## src/rtl/mpsoc_ahb3_req_master.sv

```systemverilog
// Single-outstanding AHB3-Lite initiator: a valid/ready request becomes one SINGLE
// transfer on the bus and comes back as a valid/ready response. Bad size/alignment never reaches the bus.
module mpsoc_ahb3_req_master #(
    parameter int         PLEN      = 32,
    parameter int         XLEN      = 32,
    parameter logic [3:0] HPROT_VAL = 4'b0011
) (
    input  logic            clk,
    input  logic            rst,

    input  logic            req_valid,
    output logic            req_ready,
    input  logic [PLEN-1:0] req_addr,
    input  logic            req_write,
    input  logic [2:0]      req_size,
    input  logic [XLEN-1:0] req_wdata,

    output logic            rsp_valid,
    input  logic            rsp_ready,
    output logic [XLEN-1:0] rsp_rdata,
    output logic            rsp_err,

    output logic            HSEL,
    output logic [PLEN-1:0] HADDR,
    output logic [XLEN-1:0] HWDATA,
    output logic            HWRITE,
    output logic [2:0]      HSIZE,
    output logic [2:0]      HBURST,
    output logic [3:0]      HPROT,
    output logic [1:0]      HTRANS,
    output logic            HMASTLOCK,
    input  logic [XLEN-1:0] HRDATA,
    input  logic            HREADY,
    input  logic            HRESP
);
    localparam logic [2:0] MAX_SIZE      = (XLEN == 64) ? 3'd3 : 3'd2;
    localparam logic [1:0] HTRANS_IDLE   = 2'b00;
    localparam logic [1:0] HTRANS_NONSEQ = 2'b10;
    localparam logic [2:0] HBURST_SINGLE = 3'b000;

    typedef enum logic [1:0] {IDLE, ADDR, DATA, RESP} state_t;

    state_t          state;
    logic [XLEN-1:0] wdata_q;
    logic [PLEN-1:0] align_mask;
    logic            local_err;

    assign align_mask = (PLEN'(1) << req_size) - PLEN'(1);
    assign local_err  = (req_size > MAX_SIZE) || ((req_addr & align_mask) != '0);

    // Gated by rst so nothing is accepted in the cycle the reset is being applied.
    assign req_ready  = (state == IDLE) && !rst;

    always_ff @(posedge clk) begin
        if (rst) begin
            state     <= IDLE;
            wdata_q   <= '0;
            HSEL      <= 1'b0;
            HADDR     <= '0;
            HWDATA    <= '0;
            HWRITE    <= 1'b0;
            HSIZE     <= 3'd0;
            HBURST    <= HBURST_SINGLE;
            HPROT     <= 4'd0;
            HTRANS    <= HTRANS_IDLE;
            HMASTLOCK <= 1'b0;
            rsp_valid <= 1'b0;
            rsp_err   <= 1'b0;
            rsp_rdata <= '0;
        end else begin
            case (state)
                IDLE: begin
                    if (req_valid) begin
                        wdata_q <= req_wdata;
                        if (local_err) begin
                            rsp_valid <= 1'b1;
                            rsp_err   <= 1'b1;
                            rsp_rdata <= '0;
                            state     <= RESP;
                        end else begin
                            HSEL   <= 1'b1;
                            HTRANS <= HTRANS_NONSEQ;
                            HADDR  <= req_addr;
                            HWRITE <= req_write;
                            HSIZE  <= req_size;
                            HPROT  <= HPROT_VAL;
                            state  <= ADDR;
                        end
                    end
                end
                ADDR: begin
                    // Address phase signals stay frozen until the slave takes them.
                    if (HREADY) begin
                        HSEL   <= 1'b0;
                        HTRANS <= HTRANS_IDLE;
                        HWDATA <= wdata_q;
                        state  <= DATA;
                    end
                end
                DATA: begin
                    // First ERROR cycle has HREADY low; the bus is already idle, so just wait it out.
                    if (HREADY) begin
                        rsp_valid <= 1'b1;
                        rsp_err   <= HRESP;
                        rsp_rdata <= (!HWRITE && !HRESP) ? HRDATA : '0;
                        state     <= RESP;
                    end
                end
                RESP: begin
                    if (rsp_ready) begin
                        rsp_valid <= 1'b0;
                        state     <= IDLE;
                    end
                end
                default: state <= IDLE;
            endcase
        end
    end
endmodule

```

## config.mk

```make
export PLATFORM = sky130hd
export DESIGN_NAME = mpsoc_ahb3_req_master
export DESIGN_NICKNAME = d
export VERILOG_FILES = /design/src/rtl/mpsoc_ahb3_req_master.sv
export SDC_FILE = /design/constraint.sdc
export NUM_CORES = 1
export LEC_CHECK = 0
export BUFFER_PORTS_ARGS = -buffer_cell sky130_fd_sc_hd__buf_2
export CORE_MARGIN = 1
export CORE_UTILIZATION = 48
export CTS_CLUSTER_SIZE = 16
export DETAILED_ROUTE_END_ITERATION = 16
export PLACE_DENSITY = 0.8
export REMOVE_ABC_BUFFERS = 1
export SETUP_SLACK_MARGIN = 0.05
export SLEW_MARGIN = 30
export SYNTH_ARGS = -nofsm -noshare
export SYNTH_HDL_FRONTEND = slang
export SYNTH_SLANG_ARGS = --single-unit
export TNS_END_PERCENT = 10
```

## constraint.sdc

```tcl
create_clock -name clk -period 2.3 [get_ports clk]
set_input_delay 0.115 -clock clk [delete_from_list [all_inputs] [get_ports clk]]
set_output_delay 0.115 -clock clk [all_outputs]
set_load 0.01 [all_outputs]
```

==> flow_summary.json <==
{
  "antenna_found_initial": 1,
  "maxSlewViolCount": 0,
  "multi_input_area_mm2": 0.002406,
  "timing.max_cap.violations": 0,
  "grt_pass1_vias": 5308,
  "max_slew_margin_pct": 63.35,
  "die_h_um": 108.1,
  "synthDistinctLibCells": 36,
  "min_to": "HTRANS[1]$_SDFFE_PP0P_",
  "rsz0062_at_grt": "yes",
  "arrival_ns": 2.59,
  "yosysTopAreaCellShare_pct": 51.11,
  "syn_inst": 615,
  "criticalPathCategory": "in -> reg",
  "status": "finished, final reports clean",
  "cts.sink_count": 138,
  "worst_r2r_startpoint": "state[1]$_SDFFE_PP0P_",
  "num_vias": 5450,
  "post_drt_wl_per_cell_um": 16.02,
  "vias_per_cell": 5.084,
  "clock-root-buffer": "clkbuf_8",
  "power_density_mw_per_mm2": 887.0,
  "final_core_util_pct": 76.60,
  "drc_errors": 0,
  "finClkSkew_ns": 0.004864,
  "critPathMaxFanout": 9,
  "final_nets": 1030,
  "ys_ff_latch": 138,
  "max_freq_mhz": 457.6,
  "hold_path_depth": 4,
  "tritoncts": "built",
  "synth_top_cells_by_area": "dfxtp_1, mux2i_1, nand2_1, a21oi_1, nand2b_1",
  "rr_endpoint": "HSIZE[1]$_SDFFE_PP0P_",
  "start_kind": "primary input",
  "postSynthAreaPerCell_um2": 8.789,
  "fin_crit_sh_pct": 95.02,
  "placed_cell_area_mm2": 0.006538,
  "drt_first_pass_iters": 5,
  "initial_utilization_pct": 49.64,
  "required_ns": 2.70,
  "hold_ws_ns": 0.06054,
  "dpl.hpwl_mm": 9.031,
  "overflow": 0,
  "yosys.area.top_type": "dfxtp_1",
  "yosysWarnings": 0,
  "grt_use_total_pct": 28.75,
  "clk_path_buf_depth": 2,
  "n_fill_cell": 681,
  "boundaryPins": 220,
  "numPortBuffers": 212,
  "core_area_mm2": 0.01089,
  "h-tree-depth": 4,
  "die_w_um": 108.1,
  "drtIter0Drc": 407,
  "rrSetupSlack_ns": 0.24,
  "peakVddDrop_mv": 0.6272,
  "netlist_area_mm2": 0.005405,
  "clkLatencyLatePin_ns": 0.52,
  "setup_viol": 0,
  "yosysSeqAreaShare_pct": 51.11,
  "power.leakage_nw": 3.656,
  "dieArea_mm2": 0.01169,
  "worstMarginPinSlew_ns": 0.5498,
  "design_area_mm2": 0.008341,
  "grt_pass1_wl_mm": 25.95,
  "final_common_cell": "buf_2",
  "grt_max_degree": 88,
  "rows": 38,
  "cts_made_buffers": 17,
  "reg2reg_depth": 8,
  "hold_start": "req_valid",
  "ant_nets": 0,
  "worst_hold_path_type": "in -> reg",
  "crit_path_end_kind": "flop",
  "gp_congestion": 0.7808,
  "regArea_mm2": 0.002763,
  "finalCriticalPeriod_ns": 2.185,
  "drive_gt1_share_pct": 28.57,
  "syn_to_final_growth_pct": 54.31,
  "clkTransAtPathRegs_ns": 0.06,
  "wl_mm": 17.17,
  "final_hold_viol_count": 0,
  "layout_common_cells": "buf_2, nand2_1, dfxtp_1"
}
## synth_stat cells
cell / number
nand2_1: 166
dfxtp_1: 138
mux2i_1: 68
a21oi_1: 67
nor2_1: 45
clkbuf_1: 34
nand2b_1: 34
buf_4: 13
inv_1: 7
ha_1: 6
nor2b_1: 5
a211oi_1: 3
and2_1: 3
buf_6: 3
o21ai_0: 2
a211o_1: 1
a211oi_2: 1
a221o_1: 1
a22o_1: 1
a311oi_1: 1
and3_1: 1
conb_1: 1
mux2_1: 1
nand3_1: 1
nand3b_1: 1
nand4_1: 1
nor3_1: 1
nor3_2: 1
nor3b_1: 1
nor4_4: 1
o21ai_1: 1
o21ai_2: 1
o221a_1: 1
o32ai_1: 1
or2_2: 1
or3_1: 1
## stage by stage
step                TNS [ns]  setup slack, ns  cells  total power (W)
finish                     0           0.1146   1072         0.007398
global route        -0.04994         -0.04994   1072         0.007689
CTS                        0          0.08671   1066         0.007358
detailed placement         0          0.03510    932         0.004099
global placement           0           0.1424    932         0.004077
floorplan             -63.86           -1.174    571         0.003571
## cell families (layout without fill, tap and decap cells)
family,after synthesis,in the layout,share of synthesized area (%)
AO/OA/AOI/OAI,81,81,8.333
other,1,8,0.06938
multiplexers,69,69,12.80
adder cells (fa/ha/maj),6,6,1.389
buffers and inverters,57,367,5.278
AND/OR/NAND/NOR,263,263,21.02
flip-flops,138,138,51.11
## worst max path at each step
stage                                     start  cells past startpoint  slack (ns)                     end
after floorplan           state[0]$_SDFFE_PP0P_                      6       -1.17  HTRANS[1]$_SDFFE_PP0P_
after global placement              req_size[2]                      9        0.14  HADDR[27]$_SDFFE_PP0P_
after detailed placement            req_size[2]                      9        0.04  HADDR[10]$_SDFFE_PP0P_
after CTS                           req_size[0]                     11        0.09  HADDR[10]$_SDFFE_PP0P_
after global routing                req_size[0]                     12       -0.05   HSIZE[1]$_SDFFE_PP0P_
final                               req_size[0]                     12        0.11   HSIZE[1]$_SDFFE_PP0P_
## power breakdown
group          total [W]  switching [W]  internal [W]
combinational    0.00155       0.000865      0.000680
clock            0.00317        0.00107       0.00210
sequential       0.00268       0.000104       0.00258
total            0.00740        0.00204       0.00535
## per-layer routing
metal | part of all wire, % | track usage [%]
met1 | 39 | 31.39
met5 | 0 | 0
met2 | 50 | 52.09
met4 | 2.8 | 11.74
met3 | 7.6 | 7.957
## registers in the layout, summed over array words and instances (netlist names)
name and flops:
HWDATA 32, state 2, HPROT 1, rsp_err 1, rsp_valid 1, HTRANS 1, rsp_rdata 32, HWRITE 1
HSIZE 3, HADDR 32, wdata_q 32
## critical path, cell delays in order
cell and delay [ns]:
dlygate4sd3_1 0.53, buf_2 0.15, and3_4 0.21, inv_1 0.04, ha_1 0.26, nand2b_1 0.09
nand4_1 0.21, nor4_4 0.32, buf_4 0.21, clkbuf_16 0.17, mux2i_1 0.22, nor2_1 0.06
## layout make-up
class	instances	area share [%]
clock inverters	15	3.255
repair buffers	328	27.36
inverters	7	0.3150
clock buffers	17	4.965
multi-input cells	426	28.85
well taps	140	2.100
flip-flops and latches	138	33.12
diodes	1	0.03000
## repair_timing
| item | CTS | global route |
|---|---|---|
| endpoints found under the setup margin | 0 | 69 |
| hold buffers | 102 | 0 |
| gates resized for setup | 0 | 7 |
| setup buffers | 0 | 2 |
| endpoints found under the hold margin | 101 | 0 |
(Power assumes the default switching activity.)
